===== src/rtl/dmem_wt_cache.sv =====
// Direct-mapped, one-word-line, write-through / no-write-allocate data cache
// sitting between a processor dmem port and a backing memory.
package dmem_wt_cache_pkg;
  typedef struct packed {
    logic [2:0]  type_;
    logic [7:0]  opaque;
    logic [31:0] addr;
    logic [1:0]  len;
    logic [31:0] data;
  } mem_req_4B_t;

  typedef struct packed {
    logic [2:0]  type_;
    logic [7:0]  opaque;
    logic [1:0]  test;
    logic [1:0]  len;
    logic [31:0] data;
  } mem_resp_4B_t;

  localparam logic [2:0] MEM_READ    = 3'd0;
  localparam logic [2:0] MEM_WRITE   = 3'd1;
  localparam logic [2:0] MEM_INIT    = 3'd2;
  localparam logic [2:0] MEM_AMO_ADD = 3'd3;
endpackage

// Handshakes: a transfer happens on a rising edge where val && rdy; the sender
// holds msg stable and val high until that edge, and val never depends on rdy.
module dmem_wt_cache
  import dmem_wt_cache_pkg::*;
#(
  parameter int p_num_entries = 16
) (
  input  logic         clk,
  input  logic         reset,
  input  mem_req_4B_t  procreq_msg,
  input  logic         procreq_val,
  output logic         procreq_rdy,
  output mem_resp_4B_t procresp_msg,
  output logic         procresp_val,
  input  logic         procresp_rdy,
  output mem_req_4B_t  memreq_msg,
  output logic         memreq_val,
  input  logic         memreq_rdy,
  input  mem_resp_4B_t memresp_msg,
  input  logic         memresp_val,
  output logic         memresp_rdy,
  output logic [31:0]  hit_count,
  output logic [31:0]  miss_count,
  output logic [2:0]   dbg_state
);
  localparam int IW = $clog2(p_num_entries);
  localparam int TW = 30 - IW;

  localparam logic [2:0] S_IDLE   = 3'd0;
  localparam logic [2:0] S_LOOKUP = 3'd1;
  localparam logic [2:0] S_MREQ   = 3'd2;
  localparam logic [2:0] S_MWAIT  = 3'd3;
  localparam logic [2:0] S_RESP   = 3'd4;

  logic [2:0]               state_q, state_d;
  mem_req_4B_t              req_q, req_d;
  logic [31:0]              resp_data_q, resp_data_d;
  logic [31:0]              hit_q, hit_d, miss_q, miss_d;
  logic [p_num_entries-1:0] valid_q, valid_d;
  logic [TW-1:0]            tag_q  [p_num_entries];
  logic [31:0]              data_q [p_num_entries];

  logic          line_we;
  logic [31:0]   line_data;
  logic [IW-1:0] idx;
  logic [TW-1:0] tag;
  logic          cacheable, line_hit;
  logic          unused_memresp;

  assign idx       = req_q.addr[IW+1:2];
  assign tag       = req_q.addr[31:IW+2];
  assign cacheable = ((req_q.type_ == MEM_READ) || (req_q.type_ == MEM_WRITE)) &&
                     (req_q.len == 2'd0) && (req_q.addr[1:0] == 2'b00);
  assign line_hit  = valid_q[idx] && (tag_q[idx] == tag);

  assign unused_memresp = ^{memresp_msg.type_, memresp_msg.opaque,
                            memresp_msg.test, memresp_msg.len};

  always_comb begin
    state_d      = state_q;
    req_d        = req_q;
    resp_data_d  = resp_data_q;
    hit_d        = hit_q;
    miss_d       = miss_q;
    valid_d      = valid_q;
    line_we      = 1'b0;
    line_data    = req_q.data;
    procreq_rdy  = 1'b0;
    memreq_val   = 1'b0;
    memresp_rdy  = 1'b0;
    procresp_val = 1'b0;
    case (state_q)
      S_IDLE: begin
        procreq_rdy = 1'b1;
        if (procreq_val) begin
          req_d   = procreq_msg;
          state_d = S_LOOKUP;
        end
      end
      S_LOOKUP: begin
        state_d = S_MREQ;
        if (cacheable && (req_q.type_ == MEM_READ)) begin
          if (line_hit) begin
            resp_data_d = data_q[idx];
            hit_d       = hit_q + 32'd1;
            state_d     = S_RESP;
          end else begin
            miss_d = miss_q + 32'd1;
          end
        end else if (cacheable) begin
          line_we = line_hit;
        end else if (line_hit) begin
          // Uncached access may change the word behind our back: drop the copy.
          valid_d[idx] = 1'b0;
        end
      end
      S_MREQ: begin
        memreq_val = 1'b1;
        if (memreq_rdy) state_d = S_MWAIT;
      end
      S_MWAIT: begin
        memresp_rdy = 1'b1;
        if (memresp_val) begin
          resp_data_d = (req_q.type_ == MEM_WRITE) ? 32'd0 : memresp_msg.data;
          if (cacheable && (req_q.type_ == MEM_READ)) begin
            line_we      = 1'b1;
            line_data    = memresp_msg.data;
            valid_d[idx] = 1'b1;
          end
          state_d = S_RESP;
        end
      end
      S_RESP: begin
        procresp_val = 1'b1;
        if (procresp_rdy) state_d = S_IDLE;
      end
      default: state_d = S_IDLE;
    endcase
  end

  always_ff @(posedge clk) begin
    if (!reset) begin
      state_q <= S_IDLE;
      valid_q <= '0;
      hit_q   <= '0;
      miss_q  <= '0;
    end else begin
      state_q <= state_d;
      valid_q <= valid_d;
      hit_q   <= hit_d;
      miss_q  <= miss_d;
    end
  end

  always_ff @(posedge clk) begin
    req_q       <= req_d;
    resp_data_q <= resp_data_d;
    if (line_we && reset) begin
      tag_q[idx]  <= tag;
      data_q[idx] <= line_data;
    end
  end

  always_comb begin
    procresp_msg        = '0;
    procresp_msg.type_  = req_q.type_;
    procresp_msg.opaque = req_q.opaque;
    procresp_msg.len    = req_q.len;
    procresp_msg.data   = resp_data_q;
  end

  assign memreq_msg = req_q;
  assign hit_count  = hit_q;
  assign miss_count = miss_q;
  assign dbg_state  = state_q;
endmodule


===== config.mk =====
export PLATFORM = sky130hd
export DESIGN_NAME = dmem_wt_cache
export DESIGN_NICKNAME = d
export VERILOG_FILES = /design/src/rtl/dmem_wt_cache.sv
export SDC_FILE = /design/constraint.sdc
export NUM_CORES = 1
export LEC_CHECK = 0
export BUFFER_PORTS_ARGS = -buffer_cell sky130_fd_sc_hd__clkbuf_2
export CAP_MARGIN = 20
export CORE_ASPECT_RATIO = 1.25
export CORE_MARGIN = 2
export CORE_UTILIZATION = 55
export CTS_BUF_LIST = sky130_fd_sc_hd__clkbuf_4 sky130_fd_sc_hd__clkbuf_8
export DETAILED_ROUTE_END_ITERATION = 6
export GPL_ROUTABILITY_DRIVEN = 0
export PLACE_DENSITY = 0.74
export SLEW_MARGIN = 10
export SYNTH_ARGS = -nofsm -noshare
export SYNTH_HDL_FRONTEND = slang
export SYNTH_SLANG_ARGS = --single-unit

===== constraint.sdc =====
create_clock -name clk -period 15.2 [get_ports clk]
set_input_delay 3.8 -clock clk [delete_from_list [all_inputs] [get_ports clk]]
set_output_delay 3.8 -clock clk [all_outputs]
set_load 0.01 [all_outputs]

# After elaboration in Yosys (flattened, before gate mapping)
# Memory sizes are Yosys's and may differ from the RTL's. A register that Yosys moved wholly into a read port is not among the register bits.
# Cells that the tools add are included.
# classes
eq_ne	15
order_cmp	2
n_shift	0
addsub	2
bitwise_logic	4
n_mux	38
div_mod_pow	0
multipliers	0
reduce_logical	18
# ops
cell	n
$mux 32	7
$mux 16	5
$add 32x1->32 const B	2
$pmux 32 s2	1
$pmux 16 s2	1
$eq 26x26->1	1
$mux 3	6
$ne 2x2->1 const B	9
$and 16x16->16	1
$not 16->16	1
$or 16x16->16	1
$pmux 3 s5	1
$mux 1	12
$mux 4	2
$reduce_and 4->1	2
$eq 3x1->1 const B	2
$eq 3x2->1 const B	2
$logic_and 1x1->1	6
$logic_not 3->1	2
$reduce_and 3->1	2
$reduce_and 6->1	1
$lt 4x5->1 const B	1
$bmux 1 s4	1
$demux 1 s4	1
other kinds (8)	9
# totals
latch_bits	0
word_cells	91
output_inout_bits	195
mem_bits_rw	928
inputBits	130
rom_bits	0
reg_bits	192
mem_count	2
# mem_list
memory	depth	word_bits	read_ports	rd_ports_with_merged_regs	write_ports	line_no	text
data_q	16	32	1	1	1	66	logic [31:0] data_q [p_num_entries];
tag_q	16	26	1	1	1	65	logic [TW-1:0] tag_q [p_num_entries];

# Longest topological paths before layout
# depth
word_depth	11
depth_mapped	16
mapped_depth_nobuf	9

# Least setup slack after synthesis
# Ideal clock, no wire load.
# synth_timing
path_type	input to register
startpoint	input port reset
endpoint	memory data_q[13][0] (enable)
setup_slack_ns	6.059
n_path_buf	2
path_stages	4
t_arrival_ns	8.595
required_ns	14.655
path_cell_list	clkbuf_1 dlygate4sd1_1 nand3_1 nor3_1
# synth_via
elab_chain_cells	3
# synth_lines
item	line_no	text
start: declaration	34	input logic reset,
$logic_and 1x1->1	163	if (line_we && reset) begin
$mux 1	163	
$mux 1 (implied by the code)	165	data_q[idx] <= line_data;
end: declaration	66	
# Every way passes these cells.

==> flow_results.xml <==
<?xml version="1.0" encoding="UTF-8"?>
<metrics>
  <group name="routing">
    <metric name="routed_via_density" unit="">6.21</metric>
    <metric name="vias" unit="">23700</metric>
    <metric name="antenna_left" unit="">0</metric>
    <metric name="detail_route.drc_violations" unit="">1</metric>
    <metric name="initialDrtViolationCount" unit="">2680</metric>
    <metric name="totalWireLength" unit="um">99900</metric>
    <metric name="wirelength_per_cell" unit="um">26.2</metric>
    <metric name="drt_pre_antenna_iters" unit="">7</metric>
  </group>
  <group name="setup_path">
    <metric name="cp-start-kind" unit="">flip-flop</metric>
    <metric name="critical_path.n_buffers_inverters" unit="">3</metric>
    <metric name="timing.setup.critical_path_class" unit="">reg2reg</metric>
    <metric name="crit_chain" unit="">buf_4 &gt; buf_4 &gt; mux4_2 &gt; mux2i_1 &gt; xnor2_1 &gt; o32ai_2 &gt; nand2_1 &gt; or2_1 &gt; or4_4 &gt; o31a_4 &gt; nor3_4 &gt; buf_4</metric>
    <metric name="cpMostUsedCell" unit="">sky130_fd_sc_hd__buf_4</metric>
    <metric name="critical_path_arrival" unit="ns">7.84</metric>
    <metric name="timing.critical_path.slowest_cell_delay" unit="ns">0.93</metric>
    <metric name="timing.critical_path.fanout_max" unit="">60</metric>
    <metric name="timing.critical_path.required" unit="ns">15.62</metric>
    <metric name="setup.worst_path.end_class" unit="">flip-flop</metric>
    <metric name="timing.critical_path.slowest_stage_cell" unit="">sky130_fd_sc_hd__buf_4</metric>
    <metric name="timing.critical_path.max_delay_family" unit="">buffers and inverters</metric>
  </group>
  <group name="grt">
    <metric name="grt_usage" unit="%">24.2</metric>
    <metric name="overflow_left_after_global_routing" unit="">0</metric>
    <metric name="first_pass_grt_wire_length" unit="um">148000</metric>
    <metric name="initial_antenna_violation_count" unit="">2</metric>
    <metric name="grt_start_max_net_pins" unit="">123</metric>
    <metric name="via_count_of_the_first_global_routing_pass" unit="">24000</metric>
  </group>
  <group name="floorplanning">
    <metric name="num_rows" unit="">116</metric>
    <metric name="start_util" unit="%">55.5</metric>
    <metric name="fp.dieArea" unit="um^2">83200</metric>
    <metric name="core_area" unit="um^2">80100</metric>
    <metric name="die_w" unit="um">258</metric>
    <metric name="die_height" unit="um">322</metric>
    <metric name="ioPinCount" unit="">325</metric>
  </group>
  <group name="clock_tree">
    <metric name="hold_buffers" unit="">0</metric>
    <metric name="clock_insertion_delay_worst_skew" unit="ns">0.85</metric>
    <metric name="clock_tree.buffer_depth" unit="">3</metric>
    <metric name="tritoncts" unit="">done</metric>
    <metric name="clock-sinks" unit="">1124</metric>
    <metric name="clk_transition_reported_paths" unit="ns">0.06</metric>
    <metric name="post_cts_buffers" unit="">0</metric>
    <metric name="cts_inserted_buffers" unit="">167</metric>
    <metric name="cts_root_buffer" unit="">sky130_fd_sc_hd__clkbuf_8</metric>
    <metric name="cts_resized" unit="">0</metric>
    <metric name="cts_max_level" unit="">4</metric>
  </group>
  <group name="yosys">
    <metric name="dominantRegCellSynth" unit="">sky130_fd_sc_hd__edfxtp_1</metric>
    <metric name="synth_largest_type_area_fraction" unit="%">70.0</metric>
    <metric name="count_of_mapped_cells_out_of_synthesis" unit="">2231</metric>
    <metric name="synth.cell_area" unit="um^2">44500</metric>
    <metric name="post_synth_edffs" unit="">1037</metric>
    <metric name="leading_cell_type_by_number_of_instances_after_synthesis" unit="">sky130_fd_sc_hd__edfxtp_1</metric>
    <metric name="netlist_top_cells_area" unit="">sky130_fd_sc_hd__edfxtp_1 70%, sky130_fd_sc_hd__mux4_2 13%, sky130_fd_sc_hd__dfxtp_1 3.9%, sky130_fd_sc_hd__mux2i_1 1.7%, sky130_fd_sc_hd__mux2_2 1.0%</metric>
    <metric name="synth-warning-count" unit="">0</metric>
    <metric name="syn_avg_cell_area" unit="um^2">19.9</metric>
    <metric name="netlist.top_cell.by_area" unit="">sky130_fd_sc_hd__edfxtp_1</metric>
    <metric name="postSynth.asyncResetShare" unit="%">0</metric>
    <metric name="synth.lib_cells_used.distinct" unit="">73</metric>
    <metric name="postSynthRegisterBits" unit="">1124</metric>
    <metric name="yosysSeqAreaShare" unit="%">73.9</metric>
    <metric name="post_synth_most_frequent_cells" unit="">1037 x sky130_fd_sc_hd__edfxtp_1, 250 x sky130_fd_sc_hd__mux4_2, 87 x sky130_fd_sc_hd__dfxtp_1, 77 x sky130_fd_sc_hd__nand2_1, 74 x sky130_fd_sc_hd__mux2i_1</metric>
  </group>
  <group name="sta">
    <metric name="report.final.hold_viol_count" unit="">0</metric>
    <metric name="worst_pin_slew" unit="ns">1.07</metric>
    <metric name="rsz_0062_raised_after_global_routing" unit="">false</metric>
    <metric name="setup-tns-final" unit="ns">0</metric>
    <metric name="fmaxAchievable" unit="GHz">0.135</metric>
    <metric name="maxSlewViolCount" unit="">0</metric>
    <metric name="min_period_over_period" unit="%">48.8</metric>
    <metric name="final.setup_skew" unit="ns">0.0521</metric>
    <metric name="final-setup-viol-count" unit="">0</metric>
    <metric name="postLayoutSetupSlackWorst" unit="ns">7.78</metric>
    <metric name="slew_headroom" unit="%">28.7</metric>
    <metric name="finalCriticalPeriod" unit="ns">7.42</metric>
  </group>
  <group name="run_status">
    <metric name="status" unit="">finished with violations</metric>
    <metric name="violations_in_the_final_reports" unit="">DRC</metric>
  </group>
  <group name="placed_design">
    <metric name="placement.setup.worst_slack" unit="ns">7.82</metric>
    <metric name="postPlaceCellArea" unit="um^2">47100</metric>
    <metric name="place.port_buffers" unit="">307</metric>
    <metric name="dp.cells" unit="">3514</metric>
    <metric name="dp_hpwl" unit="um">54500</metric>
  </group>
  <group name="power">
    <metric name="power.density_cell_area" unit="nW/um^2">128</metric>
    <metric name="static-leakage-power" unit="nW">16.7</metric>
    <metric name="irDropWorstVdd" unit="mV">0.0940</metric>
  </group>
  <group name="layout">
    <metric name="post_layout_nonfiller_instances" unit="">3818</metric>
    <metric name="final_net_count" unit="">2754</metric>
    <metric name="post_route_cells_drive_above_1_share" unit="%">34.5</metric>
    <metric name="area.growth.synth_to_final" unit="%">13.5</metric>
    <metric name="layout.cell_area.non_filler" unit="um^2">50500</metric>
  </group>
  <group name="hold_path">
    <metric name="min_path_type" unit="">reg2reg</metric>
  </group>
  <group name="flow_run">
    <metric name="max_cap_violations" unit="">0</metric>
  </group>
</metrics>
-- report_power, final --
part | total (W) | switching (W) | internal, W
combinational | 0.000519 | 0.000266 | 0.000252
sequential | 0.00348 | 0.0000579 | 0.00342
clock | 0.00244 | 0.00114 | 0.00130
-- cell type report --
| class | instances | area (um^2) |
|---|---|---|
| inverter | 18 | 67.6 |
| tap | 1062 | 1330 |
| sequential | 1124 | 32900 |
| antenna | 1 | 2.50 |
| multi-input combinational | 954 | 10900 |
| clock inverter | 75 | 538 |
| fill | 5504 | 29600 |
| timing repair buffer | 357 | 1940 |
| clock buffer | 227 | 2810 |
-- final timing paths --
kind                    end  cells after the start  slack [ns]
max          data_q[12][12]                     12        7.78
min               flip-flop                      2        0.47
max reg2reg  data_q[12][12]                     12        7.78
min reg2reg       flip-flop                      2        0.47
-- worst register-to-register path, delay by kind of cell, from the launching register on --
| kind | cells | cell delay, ns |
|---|---|---|
| AOI/OAI and AO/OA | 2 | 0.89 |
| and+or+nand+nor | 4 | 1.73 |
| xor gates and xnor gates | 1 | 0.15 |
| buffers and inverters | 3 | 2.55 |
| DFF | 1 | 0.83 |
| muxes | 2 | 0.85 |
-- per-layer routing --
layer,part of all wire (%),GRT usage [%],vias to the layer above
met5,0,0,-
met4,2.4,8.02,0
met3,7.6,4.15,186
met2,51,40.5,1125
met1,39,32.5,12300
li1,-,-,10100
-- stage by stage --
stage	hold slack (ns)	power (W)	util [%]
finish	0.475	0.00644	63.0
global route	0.493	0.00666	63.0
CTS	0.471	0.00650	63.0
detailed placement	0.461	0.00407	58.8
global placement	0.451	0.00405	58.8
floorplan	0.443	0.00392	-
-- registers in the layout (all words and copies together) (netlist names), named ones only --
signal	count
miss_count	32
dbg_state	3
data_q	512
memreq_msg	77
tag_q	416
resp_data_q	32
hit_count	32
-- cell usage in the layout, fill, tap and decap left out, drive strengths merged, types with 7 or more instances in the layout --
| master | netlist | final |
|---|---|---|
| mux4 | 259 | 259 |
| a221oi | 9 | 9 |
| mux2i | 74 | 74 |
| o22ai | 11 | 11 |
| nand3 | 39 | 39 |
| edfxtp | 1037 | 1037 |
| inv | 16 | 21 |
| o41ai | 12 | 12 |
| nor3 | 26 | 26 |
| and2 | 8 | 8 |
| nor2b | 12 | 12 |
| or2 | 7 | 7 |
| nor2 | 27 | 27 |
| clkinvlp | 0 | 7 |
| dfxtp | 87 | 87 |
| or4 | 22 | 22 |
| a21oi | 41 | 41 |
| a41o | 7 | 7 |
| clkinv | 2 | 59 |
| o311ai | 12 | 12 |
| nor4 | 14 | 14 |
| or3 | 22 | 22 |
| clkbuf | 66 | 534 |
| o21ai | 29 | 29 |
| nand2b | 22 | 22 |
| nand2 | 77 | 77 |
| buf | 69 | 50 |
| a22o | 33 | 33 |
| and3 | 17 | 17 |
| o31ai | 23 | 23 |
| xnor2 | 28 | 28 |
| a22oi | 7 | 7 |
| nand4 | 16 | 16 |
| mux2 | 41 | 41 |
| o21a | 7 | 7 |
-- cell families after synthesis --
kind of cell               Yosys count  share of synthesized area (%)
xor gates and xnor gates            34                          0.670
muxes                              374                           15.9
other                                1                        0.00843
adders and majority gates            2                         0.0563
and+or+nand+nor                    329                           4.05
DFF                               1124                           73.9
AOI/OAI and AO/OA                  213                           3.53
buffers and inverters              154                           1.84
(Power assumes the default switching activity.)
